File: src/rtl/pisa_pkg.sv
// Shared PISA display definitions: RGB payload, display geometry and pipeline depth.
package pisa_pkg;

  localparam int unsigned H_ACTIVE = 640;
  localparam int unsigned V_ACTIVE = 480;
  localparam int unsigned PIPE_LAT = 3;

  typedef struct packed {
    logic [7:0] r;
    logic [7:0] g;
    logic [7:0] b;
  } rgb_t;

  function automatic rgb_t gray_to_rgb(input logic [7:0] v);
    rgb_t p;
    p.r = v;
    p.g = v;
    p.b = v;
    return p;
  endfunction

endpackage

File: src/rtl/vga_pixel_fetch_sync2.sv
// Two-flop synchronizer for asynchronous board inputs.
module sync2 (
  input  logic clk,
  input  logic reset,
  input  logic d,
  output logic q
);

  logic meta;

  always_ff @(posedge clk) begin
    if (reset) begin
      meta <= 1'b0;
      q    <= 1'b0;
    end else begin
      meta <= d;
      q    <= meta;
    end
  end

endmodule

File: src/rtl/vga_pixel_fetch.sv
// Grayscale frame-buffer fetch feeding the VGA output block; 3-cycle aligned pipeline.
// Optional 2x2 pixel replication when PIXFETCH_SCALE2_EN is defined.
module vga_pixel_fetch
  import pisa_pkg::*;
#(
  parameter int unsigned IMG_W  = 256,
  parameter int unsigned IMG_H  = 256,
  parameter int unsigned X0     = 192,
  parameter int unsigned Y0     = 112,
  parameter int unsigned ADDR_W = 17,
  parameter logic [23:0] BORDER = 24'h000000
) (
  input  logic              clk,
  input  logic              reset,
  input  logic [9:0]        x,
  input  logic [9:0]        y,
  input  logic              active,
  input  logic              hsync_in,
  input  logic              vsync_in,
  input  logic              switch,
  output logic [ADDR_W-1:0] mem_addr,
  input  logic [7:0]        mem_rdata,
  output logic [7:0]        red,
  output logic [7:0]        green,
  output logic [7:0]        blue,
  output logic              hsync,
  output logic              vsync,
  output logic              blank_b,
  output logic              cur_buf,
  output logic              frame_start
);

`ifdef PIXFETCH_SCALE2_EN
  localparam int unsigned SCALE = 2;
`else
  localparam int unsigned SCALE = 1;
`endif
  localparam int unsigned WIN_W  = IMG_W * SCALE;
  localparam int unsigned WIN_H  = IMG_H * SCALE;
  localparam int unsigned BUF_SZ = IMG_W * IMG_H;
  // One extra bit so row_base can rest at the end of buffer 1.
  localparam int unsigned RB_W   = ADDR_W + 1;

  logic              sw_sync;
  logic              sel;
  logic              armed;
  logic [RB_W-1:0]   row_base;
  logic [ADDR_W-1:0] col;

  logic              frame0;
  logic              in_win;
  logic              last_col;
  logic              col_step;
  logic              row_step;
  logic [RB_W-1:0]   base_eff;
  logic [ADDR_W-1:0] col_eff;

  logic win1, act1, hs1, vs1, fs1, buf1;
  logic win2, act2, hs2, vs2, fs2, buf2;
  rgb_t pix;

  sync2 u_sync2 (
    .clk   (clk),
    .reset (reset),
    .d     (switch),
    .q     (sw_sync)
  );

  // Window decode; armed blocks a partial frame after reset from reading stale addresses.
  always_comb begin
    frame0   = (x == 10'd0) && (y == 10'd0);
    in_win   = active && (armed || frame0)
               && (32'(x) >= X0) && (32'(x) < X0 + WIN_W)
               && (32'(y) >= Y0) && (32'(y) < Y0 + WIN_H);
    last_col = (32'(x) == X0 + WIN_W - 1);
    col_step = ((32'(x) - X0) % SCALE) == SCALE - 1;
    row_step = ((32'(y) - Y0) % SCALE) == SCALE - 1;
    base_eff = frame0 ? (sw_sync ? RB_W'(BUF_SZ) : '0) : row_base;
    col_eff  = frame0 ? '0 : col;
  end

  // S1: buffer select, row/column walk and address register; frame start overrides row wrap.
  always_ff @(posedge clk) begin
    if (reset) begin
      sel      <= 1'b0;
      armed    <= 1'b0;
      row_base <= '0;
      col      <= '0;
      mem_addr <= '0;
    end else begin
      if (frame0) begin
        sel      <= sw_sync;
        armed    <= 1'b1;
        row_base <= base_eff;
        col      <= '0;
      end
      if (in_win) begin
        mem_addr <= ADDR_W'(base_eff + RB_W'(col_eff));
        if (last_col && !frame0) begin
          col <= '0;
          if (row_step) row_base <= row_base + RB_W'(IMG_W);
        end else if (col_step) begin
          col <= col_eff + ADDR_W'(1);
        end
      end
    end
  end

  // S1/S2 side-band delay so syncs and flags stay aligned with RAM data.
  always_ff @(posedge clk) begin
    if (reset) begin
      win1 <= 1'b0; act1 <= 1'b0; hs1 <= 1'b1; vs1 <= 1'b1; fs1 <= 1'b0; buf1 <= 1'b0;
      win2 <= 1'b0; act2 <= 1'b0; hs2 <= 1'b1; vs2 <= 1'b1; fs2 <= 1'b0; buf2 <= 1'b0;
    end else begin
      win1 <= in_win;
      act1 <= active;
      hs1  <= hsync_in;
      vs1  <= vsync_in;
      fs1  <= frame0;
      buf1 <= frame0 ? sw_sync : sel;
      win2 <= win1;
      act2 <= act1;
      hs2  <= hs1;
      vs2  <= vs1;
      fs2  <= fs1;
      buf2 <= buf1;
    end
  end

  always_comb begin
    pix = '0;
    if (act2) pix = win2 ? gray_to_rgb(mem_rdata) : rgb_t'(BORDER);
  end

  // S3: output register.
  always_ff @(posedge clk) begin
    if (reset) begin
      red         <= 8'd0;
      green       <= 8'd0;
      blue        <= 8'd0;
      hsync       <= 1'b1;
      vsync       <= 1'b1;
      blank_b     <= 1'b0;
      cur_buf     <= 1'b0;
      frame_start <= 1'b0;
    end else begin
      red         <= pix.r;
      green       <= pix.g;
      blue        <= pix.b;
      hsync       <= hs2;
      vsync       <= vs2;
      blank_b     <= act2;
      cur_buf     <= buf2;
      frame_start <= fs2;
    end
  end

endmodule

File: config.mk
export PLATFORM = sky130hd
export DESIGN_NAME = vga_pixel_fetch
export DESIGN_NICKNAME = d
export VERILOG_FILES = /design/src/rtl/pisa_pkg.sv /design/src/rtl/vga_pixel_fetch_sync2.sv /design/src/rtl/vga_pixel_fetch.sv
export SDC_FILE = /design/constraint.sdc
export NUM_CORES = 1
export LEC_CHECK = 0
export BUFFER_PORTS_ARGS = -buffer_cell sky130_fd_sc_hd__buf_4
export CORE_MARGIN = 5
export CORE_UTILIZATION = 59
export CTS_BUF_LIST = sky130_fd_sc_hd__clkbuf_16
export CTS_CLUSTER_SIZE = 40
export DETAILED_ROUTE_END_ITERATION = 8
export PLACE_DENSITY = 0.85
export SLEW_MARGIN = 5
export SYNTH_ARGS = -nofsm -noshare
export SYNTH_HDL_FRONTEND = slang
export SYNTH_SLANG_ARGS = --single-unit
File: constraint.sdc
create_clock -name clk -period 6.9 [get_ports clk]
set_clock_uncertainty 0.15 [all_clocks]
set_input_delay 0.69 -clock clk [delete_from_list [all_inputs] [get_ports clk]]
set_output_delay 0.69 -clock clk [all_outputs]
set_load 0.02 [all_outputs]
; After elaboration in Yosys (flattened, before gate mapping)
; Index checks and enable logic that the tools add are counted.
; W data, S select, Z words.
[word_totals]
output_inout_bits = 46
word_cells = 54
regBits = 80
[classes]
magnitude_cmp = 4
reduce_logical = 12
muxes = 8
eq_ne = 1
bitwise_logic = 2
add_sub_neg = 3
[op_table]
columns = op, count
row1 = $mux W18, 4
row2 = $mux W17, 4
row3 = $logic_not A10 Y1, 2
row4 = $lt A10 B9 Y1 const B, 2
row5 = $add A18 B9 Y18 const B, 1
row6 = $add A17 B1 Y17 const B, 1
row7 = $add A17 B17 Y17, 1
row8 = $eq A10 B9 Y1 const B, 1
row9 = $ge A10 B7 Y1 const B, 1
row10 = $ge A10 B8 Y1 const B, 1
row11 = $logic_and A1 B1 Y1, 7
row12 = $reduce_or A3 Y1, 1
row13 = $not A1 Y1, 2
row14 = $logic_not A1 Y1, 1
row15 = $logic_or A1 B1 Y1, 1

; Logic depth before layout (Yosys ltp)
; Gate-level depths: netlist of run 1.
[depth]
depth_word = 9
depth_mapped = 16
mapped_depth_nobuf = 13

; Hierarchy
; From an unflattened synthesis of run 1, not the netlist that was laid out.
[unflattened]
cells_unflattened = 454
hier_area_um2 = 3921.3
[modules_own_cells]
columns = mod, cells_each, instances, area_per_inst_um2
row1 = vga_pixel_fetch, 450, 1, 3868.7
row2 = sync2, 4, 1, 52.6

; Worst setup path after synthesis of run 1
; No wires, ideal clock.
[synth_path]
path_type = input port to flip-flop
start = input y[4]
end = register mem_addr[12]
arrival_time_ps = 3789
path_slack_ps = 2875
required_ps = 6664
cell_stages = 16
cell_sequence = nor4_1 -> nand3_1 -> or2_1 -> clkbuf_1 -> buf_4 -> buf_1 -> and2_1 -> ha_1 -> ha_1 -> a221oi_1 -> o21ai_1 -> a21o_1 -> a311o_1 -> a41o_1 -> xnor2_1 -> a211oi_1
[synth_between]
elab_chain_cells = 8
word_cells_on_any_way = 13
[synth_lines]
columns = item, line
row1 = start: declaration, vga_pixel_fetch.sv:16  ; input logic [9:0] y,
row2 = branches (longest 8 deep; another with $add A17 B17 Y17), n/a
row3 = end signal: assignment, vga_pixel_fetch.sv:98  ; mem_addr <= ADDR_W'(base_eff + RB_W'(col_eff));
row4 = end: declaration, vga_pixel_fetch.sv:21  ; output logic [ADDR_W-1:0] mem_addr,
; Several ways; the timed one is not identified.
; A chain may end at the register's enable or synchronous reset.

; Final worst setup path of run 1
[layout_path]
start = input x[6]
end = register mem_addr[12]
[layout_between]
elab_chain_cells = 8
word_cells_on_any_way = 13
[layout_lines]
columns = item, line
row1 = start: declaration, vga_pixel_fetch.sv:15  ; input logic [9:0] x,
row2 = branches (longest 8 deep; another with $add A17 B17 Y17), n/a
; Several ways; the timed one is not identified.

==> flow_metrics.tcl, run 1 <==
set metrics [dict create \
    max_freq_ghz 0.239 \
    drt_iter0_drc 226 \
    p_total_mw 0.939 \
    hold_viol 0 \
    clockBufferDepth 2 \
    ys_seq_area_frac 0.394 \
    clock_sinks 79 \
    vias_per_cell 5.81 \
    holdWs_ns 0.251 \
    grt_max_degree 56 \
    yosys-top-cells-area "dfxtp_1, and2_1, xor2_1, ha_1, buf_4" \
    gp_congestion 0.903 \
    rsz0062_at_grt "false" \
    ys_ff_latch 79 \
    critPathArrivalTime_ns 4.29 \
    coreArea_um2 6720 \
    hold_buffers 0 \
    rows 30 \
    p_per_area_nw_per_um2 196 \
    post_cts_buffers 0 \
    setup_viol 0 \
    cpMostUsedCell "ha_1" \
    path_cells "buf_4 -> nor4_1 -> nand3_1 -> or2_1 -> and2_1 -> ha_1 -> ha_1 -> a221oi_1 -> o21ai_1 -> a21o_1 -> a311o_1 -> a41o_1 -> xnor2_1 -> a211oi_1" \
    finalMaxSlewViolations 0 \
    overflow 0 \
    dp_cells 575 \
    critPathLaunchType "input port" \
    synth_warnings 0 \
    grt_pass1_vias 3172 \
    grt_usage 0.213 \
    cp_max_fo 34 \
    clockRootBuffer "clkbuf_16" \
    crit_family "compound AO/OA/AOI/OAI gates" \
    dr.pass1.iters 4 \
    tns_ns 0 \
    clk_pin_slew_worst_paths_ns 0.07 \
    crit_type "in2reg" \
    synth-async-reset-ratio 0 \
    crit_cells 14 \
    design_area_um2 4790 \
    tightest_slew_ns 0.973 \
    synth.top_cell.area_share 0.394 \
    diodes 0 \
    die_x_um 92.5 \
    crit_buf_inv 1 \
    layout-drive-gt1-share 0.233 \
    r2r_setup_slack_ns 3.98 \
    synth_cells 453 \
    power_leakage_nw 2.12 \
    status "completed" \
    antenna_found_initial 0 \
    nets 553 \
    r2r_cells 10 \
    clock_latency_ns 0.34 \
    post-route-period-util 0.607 \
    die_area_um2 8550 \
    cts_tree "done" \
    fin_cells 591 \
    h-tree-depth 3 \
    hp-class "reg2reg" \
    peakVddDrop_uv 119 \
    fin_crit_ns 4.19 \
    end_kind "register" \
    routed_wl_um 8960 \
    vias 3433 \
    place_area_um2 4500 \
    max_stage_delay_ns 0.61 \
    cts_buffers 9 \
    synth_edf_count 0 \
    syn_avg_cell_area_um2 8.86 \
    dp_hpwl_um 6490 \
    io_buffers 79 \
    synth_area_um2 4010 \
    area_growth_pct 19.3 \
    slew_headroom 0.351 \
    start_util 0.597 \
    io_pins 80 \
    postRouteAntennaNets 0 \
    synth_top_area_cell "dfxtp_1" \
    drcViolationCount 0 \
    die_h_um 92.5 \
    fill_cells 506 \
    post_synth_num_cell_types 65 \
    ys.flop_type "dfxtp_1" \
    holdPathStages 1 \
    grt_first_pass_wirelength_um 14800 \
    wire_per_inst_um 15.2 \
    postCtsResizedCells 0 \
    crit_slowest_cell "or2_1" \
    syn_nets 500 \
    critical_path_required_ns 7.00 \
    cap_violations 0 \
]
==> cell families after synthesis <==
kind of cell | Yosys count | synth area share
flops | 79 | 0.394
buf+inv | 44 | 0.0602
xor+xnor | 34 | 0.0742
simple gates | 209 | 0.299
mux | 1 | 0.00281
compound gates | 72 | 0.127
fa+ha+maj | 14 | 0.0430
==> metrics by stage <==
stage               worst slack, ns   util
global placement               2.55  0.669
floorplan                      2.88      -
global route                   2.48  0.712
CTS                            2.75  0.712
detailed placement             2.43  0.669
finish                         2.71  0.712
==> final timing paths <==
check         start      endpoint
min reg2reg     vs1           vs2
max            x[6]  mem_addr[12]
min             vs1           vs2
max reg2reg  col[1]  mem_addr[12]
==> power by group <==
part / internal, mW / switching [mW]
registers: 0.459 / 0.000456
clock network: 0.251 / 0.199
logic: 0.0164 / 0.0142
total: 0.726 / 0.214
==> synth_stat cells, types with 6 or more instances <==
| cell | number |
|---|---|
| dfxtp_1 | 79 |
| nor2_1 | 34 |
| and2_1 | 33 |
| nand2_1 | 31 |
| xor2_1 | 21 |
| a21oi_1 | 18 |
| buf_4 | 17 |
| clkbuf_1 | 17 |
| nand3_1 | 16 |
| and3_1 | 13 |
| ha_1 | 13 |
| nand4_1 | 13 |
| xnor2_1 | 13 |
| a21o_1 | 10 |
| nor2b_1 | 10 |
| nor4_1 | 8 |
| or2_2 | 8 |
| nor3_1 | 6 |
==> cell type report <==
cell class / count / area [um2] / area share
clock inverter: 7 / 62.6 / 0.0131
sequential: 79 / 1580 / 0.330
inverter: 5 / 18.8 / 0.00392
multi-input combinational: 330 / 2190 / 0.458
clock buffer: 9 / 225 / 0.0471
timing repair buffer: 81 / 608 / 0.127
tap: 80 / 100 / 0.0209
==> cell usage in the layout, fill, tap and decap left out, types with 3 or more instances in the layout <==
master / synthesis / routed
a211oi_1: 3 / 3
a21o_1: 10 / 10
a21oi_1: 18 / 18
a31oi_1: 4 / 4
and2_1: 33 / 33
and3_1: 13 / 13
and4_1: 3 / 3
buf_4: 17 / 81
clkbuf_16: 0 / 9
clkinvlp_4: 0 / 3
dfxtp_1: 79 / 79
ha_1: 13 / 13
inv_1: 5 / 5
nand2_1: 31 / 31
nand2b_1: 3 / 3
nand3_1: 16 / 16
nand3b_1: 5 / 5
nand4_1: 13 / 13
nand4b_1: 3 / 3
nor2_1: 34 / 34
nor2b_1: 10 / 10
nor3_1: 6 / 6
nor3b_1: 5 / 5
nor4_1: 8 / 8
o211ai_1: 5 / 5
o21ai_0: 5 / 5
or2_2: 8 / 8
or3_1: 4 / 4
or4_1: 3 / 3
xnor2_1: 13 / 13
xor2_1: 21 / 21
==> state kept, by name, summed over array words and instances (netlist names) <==
name / cells
act1: 1
act2: 1
armed: 1
blank_b: 1
blue: 8
buf1: 1
buf2: 1
col: 17
cur_buf: 1
frame_start: 1
fs1: 1
fs2: 1
hs1: 1
hs2: 1
hsync: 1
mem_addr: 17
row_base: 17
u_sync2.meta: 1
u_sync2.q: 1
vs1: 1
vs2: 1
vsync: 1
win1: 1
win2: 1
==> per-layer routing <==
| metal | GRT usage | share of wire | routed length (um) |
|---|---|---|---|
| met5 | 0 | 0 | 0 |
| met4 | 0.0804 | 0.017 | 153 |
| met1 | 0.283 | 0.45 | 3990 |
| met3 | 0.0536 | 0.074 | 661 |
| met2 | 0.335 | 0.46 | 4160 |
Note: power is estimated with default switching activity, not from simulation.
==> inputs of run 2 (changes only) <==
--- a/config.mk
+++ b/config.mk
@@ -5,13 +5,14 @@
 export SDC_FILE = /design/constraint.sdc
 export NUM_CORES = 1
 export LEC_CHECK = 0
+export ABC_AREA = 1
 export BUFFER_PORTS_ARGS = -buffer_cell sky130_fd_sc_hd__buf_4
 export CORE_MARGIN = 5
-export CORE_UTILIZATION = 59
+export CORE_UTILIZATION = 56
 export CTS_BUF_LIST = sky130_fd_sc_hd__clkbuf_16
 export CTS_CLUSTER_SIZE = 40
 export DETAILED_ROUTE_END_ITERATION = 8
-export PLACE_DENSITY = 0.85
+export PLACE_DENSITY = 0.8
 export SLEW_MARGIN = 5
 export SYNTH_ARGS = -nofsm -noshare
 export SYNTH_HDL_FRONTEND = slang
==> constraint.sdc (replaced) <==
create_clock -name clk -period 4.19 [get_ports clk]
set_clock_uncertainty 0.15 [all_clocks]
set_input_delay 0.419 -clock clk [delete_from_list [all_inputs] [get_ports clk]]
set_output_delay 0.419 -clock clk [all_outputs]
set_load 0.02 [all_outputs]
==> run 2 against run 1 <==
Effect of this change:
- clock-buffer cell count is the same
- sequential power grew 65%
- sequential cell count is the same
- worst setup slack lost 1.6 ns
- largest cell class unchanged
- highest routed layer unchanged
==> flow_metrics.tcl, run 2 <==
set metrics [dict create \
    rows 32 \
    met3_usage 0.0536 \
    postRouteAntennaNets 0 \
    clock_latency_ns 0.34 \
    busiest_layer "met2" \
    rsz0062_at_grt "false" \
    grt_usage 0.224 \
    die_x_um 97.9 \
    setup_viol 0 \
    power.net_switching_mw 0.360 \
    syn_avg_cell_area_um2 6.97 \
    dp_cells 773 \
    cp_max_fo 24 \
    syn_nets 667 \
    postCtsResizedCells 0 \
    r2r_cells 12 \
    critPathLaunchType "input port" \
    hp-class "in2reg" \
    r2r_setup_slack_ns 2.03 \
    synth_warnings 0 \
    overflow 0 \
    gr-usage-met1 0.269 \
    wire_per_inst_um 13.2 \
    power_leakage_nw 2.69 \
    cts_buffers 9 \
    gr-usage-met2 0.385 \
    swShare 0.216 \
    gp_congestion 0.891 \
    start_util 0.568 \
    synth_area_um2 4320 \
    synth_cells 620 \
    dr.pass1.iters 6 \
    holdPathEnd "vs1" \
    holdPathStages 2 \
    h-tree-depth 3 \
    p_total_mw 1.67 \
    crit_type "in2reg" \
    holdWs_ns 0.112 \
    peakVddDrop_uv 270 \
    fin_cells 789 \
    die_h_um 97.9 \
    end_kind "register" \
    synth.top_cell.area_share 0.366 \
    die_area_um2 9580 \
    ys.flop_type "dfxtp_1" \
    diodes 0 \
    io_pins 80 \
    routed_wl_um 10400 \
    final_common_cell "nand2_1" \
    vias_per_cell 5.16 \
    grt_max_degree 38 \
    synth-async-reset-ratio 0 \
    vias 4070 \
    post-synth-top-count-cell "nand2_1" \
    yosys-top-cells-area "dfxtp_1, nand2_1, inv_1, nor2_1, nand3_1" \
    fin_crit_ns 3.08 \
    power_frac_clock 0.511 \
    p_int_mw 1.31 \
    ys_seq_area_frac 0.366 \
    slew_headroom 0.549 \
    p_per_area_nw_per_um2 322 \
    clockRootBuffer "clkbuf_16" \
    antenna_found_initial 0 \
    critPathArrivalTime_ns 3.17 \
    drcViolationCount 0 \
    clk_pin_slew_worst_paths_ns 0.06 \
    synth_top_area_cell "dfxtp_1" \
    clockBufferDepth 2 \
    post_synth_num_cell_types 49 \
    cts_tree "done" \
    drt_iter0_drc 259 \
    hold_buffers 0 \
    synthTopCellsByCount "nand2_1, inv_1, nor2_1" \
    r2r_end "mem_addr[16]" \
    worstSetupStartpoint "x[7]" \
    post-route-period-util 0.736 \
    io_buffers 79 \
    finalMaxSlewViolations 0 \
    tightest_slew_ns 0.676 \
    seq_power_share 0.453 \
    hp-start "vsync_in" \
    cap_violations 0 \
    r2r-start "col[11]" \
    post_cts_buffers 0 \
    status "completed" \
    clock_sinks 79 \
    max_freq_ghz 0.324 \
    synth_edf_count 0 \
    hold_viol 0 \
    ys_ff_latch 79 \
    critical_path_required_ns 4.28 \
    grt_pass1_vias 3953 \
    top_regs "col (17), mem_addr (17), row_base (17)" \
    coreArea_um2 7610 \
    final_cell_mix "nand2_1, inv_1, nor2_1" \
    nets 729 \
    tns_ns 0 \
    grt_first_pass_wirelength_um 17800 \
    area_growth_pct 19.9 \
    layout-drive-gt1-share 0.220 \
    dp_hpwl_um 7730 \
    combPwrFrac 0.036 \
]
-- run 2: cell types whose count changed after synthesis, moves of 16 or more --
cell,before,now
inv_1,5,103
nand2_1,31,120
nor2_1,34,89
and2_1,33,0
o21ai_0,5,21
nand3_1,16,33
-- run 2: power groups by stage --
| stage | combinational (mW) | sequential (mW) | clock (mW) |
|---|---|---|---|
| floorplan | 0.0246 | 0.774 | 0 |
| global placement | 0.0573 | 0.773 | 0 |
| detailed placement | 0.0590 | 0.773 | 0 |
| CTS | 0.0593 | 0.756 | 0.856 |
| global route | 0.0654 | 0.756 | 0.906 |
| finish | 0.0592 | 0.756 | 0.853 |
-- run 2: worst max-delay path, cell delays in order --
cell     delay [ns]
buf_4          0.12
nor2_1         0.11
nand2_1        0.07
nor2_2         0.12
nand3_2        0.42
buf_12         0.36
nand2_1        0.08
inv_1          0.05
ha_1           0.36
a21oi_1        0.20
inv_1          0.06
a31oi_1        0.29
o221a_2        0.26
nand2_1        0.05
nand2_1        0.05
nand3_1        0.06
nand2_1        0.06
inv_1          0.03
-- run 2: worst max-delay path by stage --
stage	end	slack (ns)	depth (start not counted)
after CTS	mem_addr[10]	1.15	22
after floorplan	mem_addr[14]	1.13	19
after global routing	mem_addr[16]	0.88	18
after detailed placement	mem_addr[16]	0.80	18
final	mem_addr[16]	1.11	18
after global placement	mem_addr[16]	0.81	18
-- run 2: cells by family (layout without fill, tap and decap cells) --
logic type | Yosys count | count (layout) | share of synthesized area
xor gates and xnor gates | 10 | 10 | 0.0203
AOI/OAI and AO/OA | 73 | 73 | 0.102
and+or+nand+nor | 304 | 304 | 0.329
buffers and inverters | 141 | 208 | 0.146
adders and majority gates | 13 | 13 | 0.0376
DFF | 79 | 79 | 0.366
-- run 2: metrics by stage --
| stage | util | setup slack, ns | area [um2] |
|---|---|---|---|
| after floorplan | - | 1.13 | 4320 |
| after global placement | 0.639 | 0.815 | 4860 |
| after detailed placement | 0.639 | 0.804 | 4860 |
| after CTS | 0.681 | 1.15 | 5180 |
| after global routing | 0.681 | 0.884 | 5180 |
| final | 0.681 | 1.11 | 5180 |
-- run 2: cell type report --
type	instances	area, um2
sequential	79	1580
inverter	111	420
clock buffer	9	225
tap	102	128
fill	659	2430
multi-input combinational	400	2110
clock inverter	7	93.8
timing repair buffer	81	621
-- run 2: metal layers --
metal / part of all wire / vias to the layer above
li1: - / 2042
met3: 0.064 / 26
met4: 0.023 / 0
met2: 0.50 / 146
met1: 0.41 / 1856
met5: 0 / -
